## config.mk

```make
export PLATFORM = sky130hd
export DESIGN_NAME = pe_noc_interface
export DESIGN_NICKNAME = d
export VERILOG_FILES = /design/src/rtl/pe_noc_interface.sv
export SDC_FILE = /design/constraint.sdc
export NUM_CORES = 1
export LEC_CHECK = 0
export CORE_AREA = 2 2 141 143
export CTS_CLUSTER_DIAMETER = 80
export CTS_CLUSTER_SIZE = 8
export DETAILED_ROUTE_END_ITERATION = 8
export DIE_AREA = 0 0 143 145
export PLACE_DENSITY = 0.84
export SLEW_MARGIN = 10
export SYNTH_ARGS = -nofsm -noshare
export SYNTH_HDL_FRONTEND = slang
export SYNTH_SLANG_ARGS = --single-unit
```

## constraint.sdc

```tcl
create_clock -name i_sclk -period 3.3 [get_ports i_sclk]
set_clock_uncertainty 0.15 [all_clocks]
set_input_delay 0.66 -clock i_sclk [delete_from_list [all_inputs] [get_ports i_sclk]]
set_output_delay 0.66 -clock i_sclk [all_outputs]
set_load 0.05 [all_outputs]
```

## src/rtl/pe_noc_interface.sv

```systemverilog
// PE <-> butterfly-tree NoC leaf interface: TX FWFT FIFO, RX 2-entry skid buffer, misroute flag.
// Optional PNI_STATS_EN adds 16-bit wrapping TX/RX transfer counters.
module pe_noc_interface #(
    parameter int unsigned DataWidth = 32,
    parameter int unsigned AddrWidth = 2,
    parameter int unsigned MyAddr    = 0,
    parameter int unsigned FifoDepth = 4
) (
    input  logic                           i_sclk,
    input  logic                           i_reset,
    input  logic [DataWidth-1:0]           i_pe_wr_data,
    input  logic [AddrWidth-1:0]           i_pe_wr_addr,
    input  logic                           i_pe_wr_valid,
    output logic                           o_pe_wr_ready,
    output logic [DataWidth+AddrWidth-1:0] o_noc_data,
    output logic                           o_noc_data_valid,
    input  logic                           i_noc_data_ready,
    input  logic [DataWidth+AddrWidth-1:0] i_noc_data,
    input  logic                           i_noc_data_valid,
    output logic                           o_noc_data_ready,
    output logic [DataWidth-1:0]           o_pe_rd_data,
    output logic                           o_pe_rd_valid,
    input  logic                           i_pe_rd_ready,
    output logic [$clog2(FifoDepth):0]     o_tx_level,
    output logic                           o_err_misroute
`ifdef PNI_STATS_EN
    ,
    output logic [15:0]                    o_tx_count,
    output logic [15:0]                    o_rx_count
`endif
);

    localparam int unsigned FlitWidth = DataWidth + AddrWidth;
    localparam int unsigned PtrWidth  = $clog2(FifoDepth);
    localparam int unsigned LvlWidth  = PtrWidth + 1;

    localparam logic [LvlWidth-1:0]  LvlFull = LvlWidth'(FifoDepth);
    localparam logic [AddrWidth-1:0] OwnAddr = AddrWidth'(MyAddr);

    // ------------------------------------------------------------------
    // TX FIFO
    // ------------------------------------------------------------------
    logic [FlitWidth-1:0] tx_mem_q [FifoDepth];
    logic [PtrWidth-1:0]  tx_wr_ptr_q, tx_wr_ptr_d;
    logic [PtrWidth-1:0]  tx_rd_ptr_q, tx_rd_ptr_d;
    logic [LvlWidth-1:0]  tx_level_q, tx_level_d;
    logic                 tx_push;
    logic                 tx_pop;

    // Handshake outputs come from registered state only, forced low during reset.
    always_comb begin
        o_pe_wr_ready    = ~i_reset && (tx_level_q < LvlFull);
        o_noc_data_valid = ~i_reset && (tx_level_q != '0);
        o_noc_data       = tx_mem_q[tx_rd_ptr_q];
        o_tx_level       = tx_level_q;
    end

    always_comb begin
        tx_push     = i_pe_wr_valid & o_pe_wr_ready;
        tx_pop      = o_noc_data_valid & i_noc_data_ready;
        tx_wr_ptr_d = tx_wr_ptr_q;
        tx_rd_ptr_d = tx_rd_ptr_q;
        tx_level_d  = tx_level_q;
        if (tx_push) begin
            tx_wr_ptr_d = tx_wr_ptr_q + PtrWidth'(1);
        end
        if (tx_pop) begin
            tx_rd_ptr_d = tx_rd_ptr_q + PtrWidth'(1);
        end
        unique case ({tx_push, tx_pop})
            2'b10:   tx_level_d = tx_level_q + LvlWidth'(1);
            2'b01:   tx_level_d = tx_level_q - LvlWidth'(1);
            default: tx_level_d = tx_level_q;
        endcase
    end

    // Storage is cleared on reset so the FWFT data output is never X.
    always_ff @(posedge i_sclk) begin
        if (i_reset) begin
            for (int i = 0; i < int'(FifoDepth); i++) begin
                tx_mem_q[i] <= '0;
            end
            tx_wr_ptr_q <= '0;
            tx_rd_ptr_q <= '0;
            tx_level_q  <= '0;
        end else begin
            if (tx_push) begin
                tx_mem_q[tx_wr_ptr_q] <= {i_pe_wr_addr, i_pe_wr_data};
            end
            tx_wr_ptr_q <= tx_wr_ptr_d;
            tx_rd_ptr_q <= tx_rd_ptr_d;
            tx_level_q  <= tx_level_d;
        end
    end

    // ------------------------------------------------------------------
    // RX skid buffer
    // ------------------------------------------------------------------
    logic [DataWidth-1:0] rx_ent0_q, rx_ent0_d;
    logic [DataWidth-1:0] rx_ent1_q, rx_ent1_d;
    logic [1:0]           rx_cnt_q, rx_cnt_d;
    logic                 rx_accept;
    logic                 rx_deliver;
    logic [AddrWidth-1:0] rx_addr;
    logic [DataWidth-1:0] rx_payload;
    logic                 err_misroute_q, err_misroute_d;

    always_comb begin
        o_noc_data_ready = ~i_reset && (rx_cnt_q != 2'd2);
        o_pe_rd_valid    = ~i_reset && (rx_cnt_q != 2'd0);
        o_pe_rd_data     = rx_ent0_q;
        o_err_misroute   = err_misroute_q;
    end

    always_comb begin
        rx_addr    = i_noc_data[FlitWidth-1:DataWidth];
        rx_payload = i_noc_data[DataWidth-1:0];
        rx_accept  = i_noc_data_valid & o_noc_data_ready;
        rx_deliver = o_pe_rd_valid & i_pe_rd_ready;
        rx_ent0_d  = rx_ent0_q;
        rx_ent1_d  = rx_ent1_q;
        rx_cnt_d   = rx_cnt_q;
        unique case (rx_cnt_q)
            2'd0: begin
                if (rx_accept) begin
                    rx_ent0_d = rx_payload;
                    rx_cnt_d  = 2'd1;
                end
            end
            2'd1: begin
                if (rx_accept && rx_deliver) begin
                    rx_ent0_d = rx_payload;
                end else if (rx_accept) begin
                    rx_ent1_d = rx_payload;
                    rx_cnt_d  = 2'd2;
                end else if (rx_deliver) begin
                    rx_cnt_d  = 2'd0;
                end
            end
            2'd2: begin
                // Ready is low when full, so only a delivery can happen here.
                if (rx_deliver) begin
                    rx_ent0_d = rx_ent1_q;
                    rx_cnt_d  = 2'd1;
                end
            end
            default: rx_cnt_d = 2'd0;
        endcase
        err_misroute_d = err_misroute_q | (rx_accept && (rx_addr != OwnAddr));
    end

    always_ff @(posedge i_sclk) begin
        if (i_reset) begin
            rx_ent0_q      <= '0;
            rx_ent1_q      <= '0;
            rx_cnt_q       <= 2'd0;
            err_misroute_q <= 1'b0;
        end else begin
            rx_ent0_q      <= rx_ent0_d;
            rx_ent1_q      <= rx_ent1_d;
            rx_cnt_q       <= rx_cnt_d;
            err_misroute_q <= err_misroute_d;
        end
    end

    // ------------------------------------------------------------------
    // Transfer statistics
    // ------------------------------------------------------------------
`ifdef PNI_STATS_EN
    logic [15:0] tx_count_q, tx_count_d;
    logic [15:0] rx_count_q, rx_count_d;

    always_comb begin
        tx_count_d = tx_pop     ? tx_count_q + 16'd1 : tx_count_q;
        rx_count_d = rx_deliver ? rx_count_q + 16'd1 : rx_count_q;
        o_tx_count = tx_count_q;
        o_rx_count = rx_count_q;
    end

    always_ff @(posedge i_sclk) begin
        if (i_reset) begin
            tx_count_q <= 16'd0;
            rx_count_q <= 16'd0;
        end else begin
            tx_count_q <= tx_count_d;
            rx_count_q <= rx_count_d;
        end
    end
`else
    // No statistics counters in this build.
`endif

endmodule

```

==> impl_metrics.tcl <==
set metrics [dict create \
    min_to "o_pe_rd_data[18]" \
    vias_per_cell 5.47 \
    setup_viol 0 \
    power_switching_mw 1.89 \
    grt_max_degree 48 \
    die_w_um 143 \
    synthFlopType "edfxtp_1" \
    criticalPathCategory "reg -> out" \
    syn-num-nets 815 \
    cts.path.max_buffers 3 \
    place_congestion 0.777 \
    p_int_mw 5.22 \
    dp.cells 1106 \
    port_buffers 147 \
    vias 6326 \
    nets 949 \
    synth_largest_area_cell "edfxtp_1" \
    synth_top_cells_by_count "and2_1 (136), edfxtp_1 (136), dfxtp_1 (76), nand2_1 (67), a21oi_1 (39)" \
    initial_utilization_pct 48.3 \
    htreeDepth 1 \
    critPathMaxFanout 15 \
    max-cap-violations 0 \
    netlist.area_leader.share_pct 44.0 \
    cts_root_buf "clkbuf_16" \
    synth_edf_count 136 \
    dp_hpwl_um 12500 \
    cp-start-kind "flip-flop" \
    grt_pass1_vias 6420 \
    final_cells 1157 \
    ys_async_sr_fraction_pct 0 \
    drive_above_1_share_pct 12.0 \
    drc 0 \
    timing.final.ws_setup_ns 0.288 \
    totalWireLength_um 21200 \
    dieArea_mm2 0.0207 \
    ff2ff_setup_slack_ns 0.83 \
    ios 148 \
    cts_hold_buf 0 \
    required_ns 2.49 \
    max_freq_ghz 0.332 \
    coreArea_mm2 0.0192 \
    post-route-period-util_pct 91.3 \
    p_clk_share_pct 39.8 \
    ys_seq_elements 212 \
    drt_iter0_drc 266 \
    max_slew.worst_pin.slew_ns 0.910 \
    synth_cell_types 42 \
    fin_crit_ns 3.01 \
    drtPass1Iterations 5 \
    pwr-share-seq_pct 43.2 \
    clkTransAtPathRegs_ns 0.05 \
    grt_overflow_total 0 \
    slew_viol_final 0 \
    r2r_cells 8 \
    rsz0062_at_grt "false" \
    drtAntennaViolNets 0 \
    critPathArrivalTime_ns 2.20 \
    worst_hold_path_type "reg -> reg" \
    relSlewSlack_pct 39.3 \
    ir_worst_vdd_mv 0.404 \
    syn_avg_cell_area_um2 12.6 \
    antenna_found_initial 1 \
    area_growth_pct 28.4 \
    num_rows 51 \
    swShare_pct 26.6 \
    cellPowerDensity_mw_per_mm2 597 \
    syn_inst 739 \
    finalSetupTns_ns 0 \
    synth_area_leaders "edfxtp_1 (44%), dfxtp_1 (16%), and2_1 (9.2%), mux4_2 (8.3%), a311oi_1 (3.0%)" \
    die_y_um 145 \
    p_leak_nw 4.50 \
    hp-start "rx_ent1_q[18]" \
    run_status "finished clean" \
    grt_pass1_wl_um 33800 \
    clk_latency_ns 0.53 \
    crit_path_end_kind "primary output" \
    r2r-end "o_tx_level[2]" \
    wl_per_cell_um 18.4 \
    grt_usage_pct 20.4 \
    cts_tree "done" \
    ys_seq_area_share_pct 60.4 \
    hold_path_depth 2 \
    netlist_area_mm2 0.00928 \
    hold_violations 0 \
    yosysWarnings 0 \
    comb_power_share_pct 17.0 \
    cts_buffers 30 \
    r2r_start "o_tx_level[2]" \
    dpl_worst_slack_ns 0.403 \
    clock_sinks 212 \
]
## power groups by stage
stage / Clock, mW / Sequential [mW] / Combinational [mW]
floorplan: 0 / 3.23 / 0.671
global placement: 0 / 3.12 / 1.22
detailed placement: 0 / 3.12 / 1.23
CTS: 2.87 / 3.07 / 1.23
global route: 3.00 / 3.08 / 1.28
finish: 2.83 / 3.07 / 1.21
## critical path, cell delays in order, from the launching register on
cell and delay [ns]:
dfxtp_2 0.57, buf_4 0.31, mux4_2 0.33, dlygate4sd2_1 0.44
## cell usage in the layout (no fill, tap or decap), types with 4 or more instances in the layout
cell type	count
buf_4	21
nand2_1	67
a21oi_1	39
o21ai_0	28
mux4_2	34
clkbuf_16	32
clkdlybuf4s50_1	112
clkbuf_1	18
buf_12	4
o21ai_1	5
nand3_1	32
nor2_1	12
a211oi_1	32
and2_1	136
dlymetal6s2s_1	27
dlygate4sd2_1	7
a311oi_1	32
dfxtp_1	74
edfxtp_1	136
## registers in the layout, indices dropped and copies added, names as in the netlist, named ones only
| register | cells |
|---|---|
| rx_ent1_q | 32 |
| o_tx_level | 3 |
| tx_wr_ptr_q | 2 |
| rx_cnt_q | 2 |
| tx_rd_ptr_q | 2 |
| tx_mem_q | 136 |
| o_err_misroute | 1 |
| o_pe_rd_data | 32 |
## worst max path at each step
stage / end / cells past startpoint
after floorplan: tx_mem_q[3][0] / 5
after global placement: o_tx_level[2] / 8
after detailed placement: o_tx_level[2] / 8
after CTS: o_noc_data[4] / 3
after global routing: o_noc_data[28] / 3
final: o_noc_data[28] / 3
## layout make-up
class	instances	area (µm²)
Antenna cell	1	2.50
Clock buffer	50	868
Fill cell	1434	7300
Inverter	5	18.8
Multi-Input combinational cell	453	3320
Tap cell	265	332
Sequential cell	212	5610
Timing Repair Buffer	171	1760
## cell families after synthesis
kind of cell | count (synthesis) | synth area share [%]
AOI/OAI and AO/OA | 142 | 10.1
xor gates and xnor gates | 3 | 0.283
adders and majority gates | 2 | 0.351
buffers and inverters | 74 | 4.11
DFF | 212 | 60.4
muxes | 37 | 8.58
and+or+nand+nor | 269 | 16.2
## through the flow
stage	hold WS [ns]	utilization, %	cell area [µm²]	power (mW)
2_1_floorplan	0.303	-	9280	3.91
3_3_place_gp	0.305	57.2	11000	4.33
3_5_place_dp	0.310	57.2	11000	4.35
4_1_cts	0.319	61.7	11800	7.17
5_1_grt	0.325	62.0	11900	7.37
6_report	0.315	62.0	11900	7.11
## what timing repair did
action                                  4_1_cts  5_1_grt
endpoints found under the setup margin        7       27
setup buffers                                 0        0
gates resized for setup                       7       27
## per-layer routing
layer  part of all wire, %  vias up  wire, µm  track usage [%]
met1                    40     3054      8450             26.3
met4                   1.5        0       308             4.36
met3                   8.7       27      1840             4.85
met5                     0        -         0                0
met2                    50      266     10600             35.1
li1                      -     2979         -                -
Note: power is estimated with default switching activity, not from simulation.
